## src/rtl/alu_share_arbiter_if.sv

```systemverilog
// rtl/alu_share_arbiter_if.sv - requester/response/ALU bus for the two-port shared ALU arbiter
package alu_share_pkg;
    typedef enum logic [3:0] {
        ALU_ADD = 4'd0,
        ALU_SUB = 4'd1,
        ALU_AND = 4'd2,
        ALU_OR  = 4'd3,
        ALU_XOR = 4'd4,
        ALU_SLL = 4'd5,
        ALU_SRL = 4'd6,
        ALU_SRA = 4'd7
    } alu_op_type;
endpackage

interface alu_share_arbiter_if #(
    parameter int DATA_LENGTH = 32
);
    import alu_share_pkg::*;

    logic [1:0]             req_valid;
    logic [1:0]             req_ready;
    alu_op_type             req_op0;
    alu_op_type             req_op1;
    logic [DATA_LENGTH-1:0] req_a0;
    logic [DATA_LENGTH-1:0] req_b0;
    logic [DATA_LENGTH-1:0] req_a1;
    logic [DATA_LENGTH-1:0] req_b1;
    logic                   flush;
    logic [1:0]             resp_valid;
    logic [1:0]             resp_ready;
    logic [DATA_LENGTH-1:0] resp_data;
    logic                   resp_ge;
    logic                   resp_eq;
    alu_op_type             alu_op;
    logic [DATA_LENGTH-1:0] alu_in1;
    logic [DATA_LENGTH-1:0] alu_in2;
    logic                   alu_jal;
    logic                   alu_jalr;
    logic                   alu_branch_capture;
    logic [DATA_LENGTH-1:0] alu_out;
    logic                   alu_ge;
    logic                   alu_eq;

    modport slave (
        input  req_valid, req_op0, req_op1, req_a0, req_b0, req_a1, req_b1,
        input  flush, resp_ready, alu_out, alu_ge, alu_eq,
        output req_ready, resp_valid, resp_data, resp_ge, resp_eq,
        output alu_op, alu_in1, alu_in2, alu_jal, alu_jalr, alu_branch_capture
    );

    modport master (
        output req_valid, req_op0, req_op1, req_a0, req_b0, req_a1, req_b1,
        output flush, resp_ready, alu_out, alu_ge, alu_eq,
        input  req_ready, resp_valid, resp_data, resp_ge, resp_eq,
        input  alu_op, alu_in1, alu_in2, alu_jal, alu_jalr, alu_branch_capture
    );
endinterface

```

## src/rtl/alu_share_arbiter.sv

```systemverilog
// rtl/alu_share_arbiter.sv - round-robin arbiter sharing one combinational ALU between two requesters
module alu_share_arbiter
    import alu_share_pkg::*;
#(
    parameter int DATA_LENGTH = 32
) (
    input  logic                clk,
    input  logic                rst,
    alu_share_arbiter_if.slave  bus
);

    typedef enum logic [1:0] {
        IDLE = 2'd0,
        EXEC = 2'd1,
        RESP = 2'd2
    } state_t;

    state_t                 r_state;
    logic                   r_last_grant;
    logic                   r_grant;
    alu_op_type             r_op;
    logic [DATA_LENGTH-1:0] r_a;
    logic [DATA_LENGTH-1:0] r_b;
    logic [1:0]             r_resp_valid;
    logic [DATA_LENGTH-1:0] r_resp_data;
    logic                   r_resp_ge;
    logic                   r_resp_eq;

    logic                   w_grant;
    logic [1:0]             w_req_ready;
    logic                   w_accept;

    // On contention the requester that did not win last time gets the ALU.
    always_comb begin
        w_grant     = (bus.req_valid == 2'b11) ? ~r_last_grant : bus.req_valid[1];
        w_req_ready = 2'b00;
        if (r_state == IDLE && !bus.flush && !rst && (|bus.req_valid)) begin
            w_req_ready = w_grant ? 2'b10 : 2'b01;
        end
    end

    assign w_accept = |(bus.req_valid & w_req_ready);

    always_ff @(posedge clk or posedge rst) begin
        if (rst) begin
            r_state      <= IDLE;
            r_last_grant <= 1'b1;
            r_grant      <= 1'b0;
            r_op         <= ALU_ADD;
            r_a          <= '0;
            r_b          <= '0;
            r_resp_valid <= 2'b00;
            r_resp_data  <= '0;
            r_resp_ge    <= 1'b0;
            r_resp_eq    <= 1'b0;
        end else begin
            case (r_state)
                IDLE: begin
                    if (w_accept) begin
                        r_op         <= w_grant ? bus.req_op1 : bus.req_op0;
                        r_a          <= w_grant ? bus.req_a1  : bus.req_a0;
                        r_b          <= w_grant ? bus.req_b1  : bus.req_b0;
                        r_grant      <= w_grant;
                        r_last_grant <= w_grant;
                        r_state      <= EXEC;
                    end
                end
                EXEC: begin
                    if (bus.flush) begin
                        r_state <= IDLE;
                    end else begin
                        r_resp_data  <= bus.alu_out;
                        r_resp_ge    <= bus.alu_ge;
                        r_resp_eq    <= bus.alu_eq;
                        r_resp_valid <= r_grant ? 2'b10 : 2'b01;
                        r_state      <= RESP;
                    end
                end
                RESP: begin
                    // Flush wins over a simultaneous handshake; ready on the other bit is ignored.
                    if (bus.flush || bus.resp_ready[r_grant]) begin
                        r_resp_valid <= 2'b00;
                        r_state      <= IDLE;
                    end
                end
                default: begin
                    r_resp_valid <= 2'b00;
                    r_state      <= IDLE;
                end
            endcase
        end
    end

    assign bus.req_ready          = w_req_ready;
    assign bus.resp_valid         = r_resp_valid;
    assign bus.resp_data          = r_resp_data;
    assign bus.resp_ge            = r_resp_ge;
    assign bus.resp_eq            = r_resp_eq;
    assign bus.alu_op             = (r_state == EXEC) ? r_op : ALU_ADD;
    assign bus.alu_in1            = (r_state == EXEC) ? r_a  : '0;
    assign bus.alu_in2            = (r_state == EXEC) ? r_b  : '0;
    assign bus.alu_jal            = 1'b0;
    assign bus.alu_jalr           = 1'b0;
    assign bus.alu_branch_capture = 1'b0;

endmodule

```

## src/flat_wrapper.sv

```systemverilog
// flat-port wrapper written by rule: the top's interface ports become plain ports
module alu_share_arbiter_flat import alu_share_pkg::*;
#(
    parameter int DATA_LENGTH = 32
)
  (clk, rst, bus_req_valid, bus_req_op0, bus_req_op1, bus_req_a0, bus_req_b0, bus_req_a1, bus_req_b1, bus_flush, bus_resp_ready, bus_alu_out, bus_alu_ge, bus_alu_eq, bus_req_ready, bus_resp_valid, bus_resp_data, bus_resp_ge, bus_resp_eq, bus_alu_op, bus_alu_in1, bus_alu_in2, bus_alu_jal, bus_alu_jalr, bus_alu_branch_capture);
  alu_share_arbiter_if #(.DATA_LENGTH(DATA_LENGTH)) bus_i ();
  input  logic clk;
  input  logic rst;
  input wire logic [$bits(bus_i.req_valid)-1:0] bus_req_valid;
  input wire logic [$bits(bus_i.req_op0)-1:0] bus_req_op0;
  input wire logic [$bits(bus_i.req_op1)-1:0] bus_req_op1;
  input wire logic [$bits(bus_i.req_a0)-1:0] bus_req_a0;
  input wire logic [$bits(bus_i.req_b0)-1:0] bus_req_b0;
  input wire logic [$bits(bus_i.req_a1)-1:0] bus_req_a1;
  input wire logic [$bits(bus_i.req_b1)-1:0] bus_req_b1;
  input wire logic [$bits(bus_i.flush)-1:0] bus_flush;
  input wire logic [$bits(bus_i.resp_ready)-1:0] bus_resp_ready;
  input wire logic [$bits(bus_i.alu_out)-1:0] bus_alu_out;
  input wire logic [$bits(bus_i.alu_ge)-1:0] bus_alu_ge;
  input wire logic [$bits(bus_i.alu_eq)-1:0] bus_alu_eq;
  output wire logic [$bits(bus_i.req_ready)-1:0] bus_req_ready;
  output wire logic [$bits(bus_i.resp_valid)-1:0] bus_resp_valid;
  output wire logic [$bits(bus_i.resp_data)-1:0] bus_resp_data;
  output wire logic [$bits(bus_i.resp_ge)-1:0] bus_resp_ge;
  output wire logic [$bits(bus_i.resp_eq)-1:0] bus_resp_eq;
  output wire logic [$bits(bus_i.alu_op)-1:0] bus_alu_op;
  output wire logic [$bits(bus_i.alu_in1)-1:0] bus_alu_in1;
  output wire logic [$bits(bus_i.alu_in2)-1:0] bus_alu_in2;
  output wire logic [$bits(bus_i.alu_jal)-1:0] bus_alu_jal;
  output wire logic [$bits(bus_i.alu_jalr)-1:0] bus_alu_jalr;
  output wire logic [$bits(bus_i.alu_branch_capture)-1:0] bus_alu_branch_capture;
  assign bus_i.req_valid = bus_req_valid;
  assign bus_i.req_op0 = bus_req_op0;
  assign bus_i.req_op1 = bus_req_op1;
  assign bus_i.req_a0 = bus_req_a0;
  assign bus_i.req_b0 = bus_req_b0;
  assign bus_i.req_a1 = bus_req_a1;
  assign bus_i.req_b1 = bus_req_b1;
  assign bus_i.flush = bus_flush;
  assign bus_i.resp_ready = bus_resp_ready;
  assign bus_i.alu_out = bus_alu_out;
  assign bus_i.alu_ge = bus_alu_ge;
  assign bus_i.alu_eq = bus_alu_eq;
  assign bus_req_ready = bus_i.req_ready;
  assign bus_resp_valid = bus_i.resp_valid;
  assign bus_resp_data = bus_i.resp_data;
  assign bus_resp_ge = bus_i.resp_ge;
  assign bus_resp_eq = bus_i.resp_eq;
  assign bus_alu_op = bus_i.alu_op;
  assign bus_alu_in1 = bus_i.alu_in1;
  assign bus_alu_in2 = bus_i.alu_in2;
  assign bus_alu_jal = bus_i.alu_jal;
  assign bus_alu_jalr = bus_i.alu_jalr;
  assign bus_alu_branch_capture = bus_i.alu_branch_capture;
  alu_share_arbiter #(.DATA_LENGTH(DATA_LENGTH)) u_core (.clk(clk), .rst(rst), .bus(bus_i));
endmodule
```

## config.mk

```make
export PLATFORM = sky130hd
export DESIGN_NAME = alu_share_arbiter_flat
export DESIGN_NICKNAME = d
export VERILOG_FILES = /design/src/rtl/alu_share_arbiter_if.sv /design/src/rtl/alu_share_arbiter.sv /design/src/flat_wrapper.sv
export SDC_FILE = /design/constraint.sdc
export NUM_CORES = 1
export LEC_CHECK = 0
export ABC_AREA = 1
export CORE_ASPECT_RATIO = 1.4
export CORE_MARGIN = 2
export CORE_UTILIZATION = 41
export DETAILED_ROUTE_END_ITERATION = 7
export PLACE_DENSITY = 0.82
export SLEW_MARGIN = 0
export SYNTH_ARGS = -nofsm -noshare
export SYNTH_HDL_FRONTEND = slang
export SYNTH_SLANG_ARGS = --single-unit
export TNS_END_PERCENT = 100
```

## constraint.sdc

```tcl
create_clock -name clk -period 6.3 [get_ports clk]
set_clock_uncertainty 0.2 [all_clocks]
set_input_delay 0.945 -clock clk [delete_from_list [all_inputs] [get_ports clk]]
set_output_delay 0.945 -clock clk [all_outputs]
set_load 0.02 [all_outputs]
```

==> reports/qor.csv, run 1 <==
metric;value;unit
timing.fmax;0.234;GHz
p_int;1.51;mW
grt_overflow;0;
crit_buf_inv;5;
path_clk_slew;0.07;ns
placementRows;50;
ant_nets;0;
cts_tree;done;
fp.dieH;143;um
cp.arrival;3.13;ns
final_common_cell;nand2_1;
max_stage_delay;0.63;ns
fin_crit;4.28;ns
clockRootBuffer;clkbuf_16;
cp_cell_sequence;clkdlybuf4s50_1 > nand2_2 > inv_2 > buf_4 > nand2_4 > inv_2 > clkdlybuf4s50_1;
fill_cells;1204;
maxCapViolCount;0;
rsz0062_at_grt;false;
io_pins;286;
synthCells;844;
p_sw;0.739;mW
grt_pass1_wl;26600;um
powerDensity;255;nW/um^2
min_path_cells;2;
final_cell_mix;492 x nand2_1, 282 x clkdlybuf4s50_1, 107 x dfrtp_1, 72 x nor2_1, 71 x inv_1;
pre_cts_slack;1.98;ns
pwr-share-comb;0.321;
die_w;103;um
leakagePower;4.53;nW
max_slew_margin;0.504;
worstSetupStartpointType;input pin;
routed_wirelength;17000;um
yosys_register_bits;108;
syn2layout_area_growth;55.6;%
ctsResizeCount;0;
portBuffers;282;
slowest_stage;clkdlybuf4s50_1;
worstSetupEndpointType;primary output;
grt_pass1_vias;5514;
setup_viol;0;
clk_path_buf_depth;2;
hpwl;12100;um
fin_nets;1275;
clkSinkCount;108;
grtUsageTotal;0.231;
syn_area;5660;sq um
r2r_cells;8;
drv_slew;0;
fin_hold_ws;0.273;ns
worst_pin_slew;0.744;ns
drtIter0Drc;195;
tns;0;ns
crit_type;input pin to primary output;
seq_power_share;0.416;
critPathMaxFanout;49;
diodes;0;
synthDistinctLibCells;21;
wl_per_cell;13.2;um
numCtsBuffers;9;
drcViolationCount;0;
cp_top_family;buffers and inverters;
required;5.15;ns
total_power;2.25;mW
initial_core_util;0.421;
hold_buffers;0;
syn_area_per_cell;6.70;sq um
setup_ws;2.02;ns
cp.depth;7;
avgViaCountPerCell;4.55;
antenna_found_initial;0;
outcome;finished clean;
post-cts-setup-buffers;0;
hold_class;register to register;
swShare;0.329;
power.share.clock;0.263;
finalCritPeriodShare;0.679;
drtPass1Iterations;4;
hold_viol_final;0;
dieArea;14800;sq um
yosysWarnings;0;
via_count;5853;
irDropWorstVdd;130;uV
clkLatencyLatePin;0.34;ns
drive_gt1_frac;0.0354;
core;13500;sq um
grt_max_degree;71;
globalplace.congestion;0.821;
synth-seq-area-share;0.478;
htree_levels;3;
[logic make-up (layout without fill, tap and decap cells)]
group / after synthesis / in the layout / synth area share
flip-flops: 108 / 108 / 0.478
AO/OA/AOI/OAI: 1 / 1 / 0.000884
AND/OR/NAND/NOR: 608 / 608 / 0.419
buffers and inverters: 126 / 383 / 0.102
other: 1 / 3 / 0.000663
[synthesized netlist by cell type]
cell type	count	area share
buf_2	21	0.019
buf_4	5	0.0066
buf_6	7	0.014
clkbuf_1	14	0.0093
clkbuf_4	1	0.0013
clkinv_1	1	0.00066
conb_1	1	0.00066
dfrtp_1	107	0.47
dfstp_2	1	0.0046
inv_1	71	0.047
inv_2	6	0.0040
nand2_1	493	0.33
nand2_2	3	0.0033
nand2_4	1	0.0020
nand3_1	34	0.030
nand3_2	1	0.0018
nand4_1	2	0.0022
nor2_1	72	0.048
nor2_4	1	0.0020
nor3_4	1	0.0029
o21ai_0	1	0.00088
[worst paths after layout]
path	start	to	slack [ns]
max	bus_req_valid[1]	bus_req_ready[1]	2.02
min	u_core.bus.resp_data[6]$_DFFE_PP0P_	u_core.bus.resp_data[6]$_DFFE_PP0P_	0.27
max reg2reg	u_core.r_last_grant$_DFFE_PP1P_	u_core.r_b[19]$_DFFE_PP0P_	4.30
min reg2reg	u_core.bus.resp_data[6]$_DFFE_PP0P_	u_core.bus.resp_data[6]$_DFFE_PP0P_	0.27
max in group asynchronous	rst	u_core.r_a[8]$_DFFE_PP0P_	3.86
min in group asynchronous	rst	u_core.bus.resp_ge$_DFFE_PP0P_	0.87
[registers in the layout, summed over array words and instances (netlist names)]
name and flops:
u_core.bus.resp_data 32, u_core.bus.resp_eq 1, u_core.bus.resp_ge 1, u_core.bus.resp_valid 2, u_core.r_a 32, u_core.r_b 32, u_core.r_grant 1, u_core.r_last_grant 1
u_core.r_op 4, u_core.r_state 2
[metrics by stage]
stage          utilization  instance area (sq um)  cells
2_1_floorplan            -                   5670    846
5_1_grt              0.654                   8800   1285
3_3_place_gp         0.631                   8490   1269
3_5_place_dp         0.631                   8490   1269
6_report             0.654                   8800   1285
4_1_cts              0.654                   8800   1285
[worst register-to-register path, delay by kind of cell, from the launching register on]
kind	cells	cell delay [ns]
buffers and inverters	2	0.84
flip-flops	1	0.39
AND/OR/NAND/NOR	6	0.52
[cell type report]
class,instances,area (sq um),area share
inverters,78,295,0.0336
flip-flops and latches,108,2700,0.307
clock inverters,7,83.8,0.00953
well taps,182,228,0.0259
multi-input cells,612,2390,0.272
repair buffers,289,2880,0.327
clock buffers,9,225,0.0256
[metal layers]
metal	vias up	global-route usage	routed length (um)
li1	2966	-	-
met5	-	0	0
met3	29	0.0465	1320
met1	2648	0.274	6510
met2	210	0.408	8710
met4	0	0.0838	459
[power by group through the flow]
stage / clock [mW] / sequential [mW] / combinational, mW
CTS: 0.604 / 0.934 / 0.730
floorplan: 0 / 1.01 / 0.322
detailed placement: 0 / 0.947 / 0.726
global placement: 0 / 0.940 / 0.713
global route: 0.630 / 0.954 / 0.805
finish: 0.592 / 0.935 / 0.720
Note: power is estimated with default switching activity, not from simulation.
==> run 2: changes to the inputs <==
Settings changed: CORE_UTILIZATION 41 to 37, PLACE_DENSITY 0.82 to 0.78.
Clock period 6.3 ns to 3.7 ns, I/O delays scaled along.
==> reports/qor.csv, run 2 (synthesis results as in run 1) <==
metric;value;unit;change
outcome;finished clean;;unchanged
p_int;2.57;mW;was 1.51 mW
powerDensity;431;nW/um^2;was 255 nW/um^2
fin_nets;1279;;was 1275
drtPass1Iterations;4;;unchanged
pwr-share-comb;0.322;;was 0.321
dieArea;16300;sq um;was 14800 sq um
hold_buffers;0;;unchanged
core;15000;sq um;was 13500 sq um
drcViolationCount;0;;unchanged
grt_pass1_vias;5448;;was 5514
hpwl;12300;um;was 12100 um
placed_cell_area;8530;sq um;was 8490 sq um
numCtsBuffers;9;;unchanged
clkLatencyLatePin;0.34;ns;about the same
worstSetupStartpointType;register;;was input pin
grt_max_degree;72;;was 71
drtIter0Drc;238;;was 195
leakagePower;4.56;nW;was 4.53 nW
fin_crit;3.36;ns;
clkSinkCount;108;;unchanged
drive_gt1_frac;0.0388;;was 0.0354
htree_levels;3;;unchanged
placementRows;53;;was 50
cp.arrival;2.60;ns;was 3.13 ns
io_pins;286;;unchanged
fp.dieH;150;um;was 143 um
worstSetupEndpointType;primary output;;unchanged
required;2.94;ns;was 5.15 ns
finalCritPeriodShare;0.907;;
power.share.clock;0.260;;was 0.263
wl_per_cell;13.0;um;was 13.2 um
p_sw;1.24;mW;was 0.739 mW
clk_path_buf_depth;2;;unchanged
max_slew_margin;0.300;;was 0.504
antenna_found_initial;0;;unchanged
cts_tree;done;;unchanged
hold_class;input pin to async pin;;was register to register
post-cts-setup-buffers;0;;unchanged
maxCapViolCount;0;;unchanged
rsz0062_at_grt;false;;unchanged
final_common_cell;nand2_1;;unchanged
initial_core_util;0.378;;was 0.421
grt_overflow;0;;unchanged
critPathMaxFanout;57;;was 49
irDropWorstVdd;230;uV;was 130 uV
routed_wirelength;16900;um;was 17000 um
worst_pin_slew;1.05;ns;was 0.744 ns
syn2layout_area_growth;56.3;%;was 55.6%
clockRootBuffer;clkbuf_16;;unchanged
drv_slew;0;;unchanged
portBuffers;282;;unchanged
via_count;5774;;was 5853
tns;0;ns;unchanged
seq_area;2700;sq um;unchanged
ant_nets;0;;unchanged
grt_pass1_wl;26800;um;was 26600 um
grtUsageTotal;0.208;;was 0.231
hold_viol_final;0;;unchanged
avgViaCountPerCell;4.44;;was 4.55
multi_input_area;2390;sq um;unchanged
die_w;109;um;was 103 um
fill_cells;1414;;was 1204
setup_viol;0;;unchanged
final_cell_mix;492 x nand2_1, 282 x clkdlybuf4s50_1, 107 x dfrtp_1, 72 x nor2_1, 71 x inv_1;;unchanged
crit_type;register to primary output;;was input pin to primary output
diodes;0;;unchanged
seq_power_share;0.418;;was 0.416
path_clk_slew;0.07;ns;about the same
ctsResizeCount;0;;unchanged
timing.fmax;0.298;GHz;
stdcell_area;8840;sq um;was 8800 sq um
swShare;0.325;;was 0.329
globalplace.congestion;0.763;;was 0.821
## run 2: changes by cell type in the layout (fill, tap and decap cells not counted)
cell	delta
buf_4	+4
clkinv_4	+2
clkinvlp_4	-1
inv_6	-1
## run 2: through the flow
step	setup slack [ns]	utilization	power, mW	hold WS (ns)	instances
floorplan	0.424	-	2.26	0.247	846
global placement	0.715	0.569	2.83	0.252	1283
detailed placement	0.670	0.569	2.86	0.259	1283
CTS	0.295	0.590	3.86	0.227	1299
global route	0.148	0.590	4.06	0.237	1299
finish	0.344	0.590	3.81	0.237	1299
## run 2: layout make-up
| class | count | area share |
|---|---|---|
| multi-input combinational | 612 | 0.270 |
| sequential | 108 | 0.306 |
| inverter | 78 | 0.0334 |
| clock buffer | 9 | 0.0255 |
| timing repair buffer | 293 | 0.328 |
| clock inverter | 7 | 0.00962 |
| tap | 192 | 0.0272 |
## run 2: final timing paths
check | from | end | slack [ns] | depth (start not counted)
setup reg to reg | u_core.r_state[1]$_DFFE_PP0P_ | u_core.bus.resp_data[28]$_DFFE_PP0P_ | 1.73 | 5
hold reg to reg | u_core.bus.resp_data[30]$_DFFE_PP0P_ | u_core.bus.resp_data[30]$_DFFE_PP0P_ | 0.27 | 2
hold / removal | rst | u_core.r_state[0]$_DFFE_PP0P_ | 0.24 | 2
min in group clk | u_core.bus.resp_data[30]$_DFFE_PP0P_ | u_core.bus.resp_data[30]$_DFFE_PP0P_ | 0.27 | 2
setup / recovery | u_core.r_state[0]$_DFFE_PP0P_ | bus_alu_in1[6] | 0.34 | 6
max in group asynchronous | rst | u_core.bus.resp_data[25]$_DFFE_PP0P_ | 2.01 | 3
## run 2: metal layers
metal / share of wire / track usage / vias to the layer above
met4: 0.017 / 0.0660 / 0
li1: - / - / 2976
met3: 0.066 / 0.0476 / 17
met2: 0.53 / 0.388 / 178
met1: 0.39 / 0.231 / 2603
met5: 0 / 0 / -
## run 2: power by group through the flow
stage                     clock network [mW]  registers, mW  logic, mW
after floorplan                            0           1.71      0.548
after global placement                     0           1.60       1.23
after detailed placement                   0           1.61       1.25
after CTS                               1.02           1.59       1.25
after global routing                    1.07           1.62       1.37
final                                  0.991           1.59       1.23
## run 2: worst max-delay path: stages, from the launching register on
cell,delay [ns]
dfrtp_1,0.40
inv_2,0.11
nor2_4,0.04
inv_2,0.75
buf_4,0.34
nor2_1,0.06
clkdlybuf4s50_1,0.54
==> run 3: changes to the inputs <==
Settings changed: SETUP_SLACK_MARGIN set to 0.02.
==> results of run 3 <==
No change in the layout: final DEF, timing and power equal those of run 2.
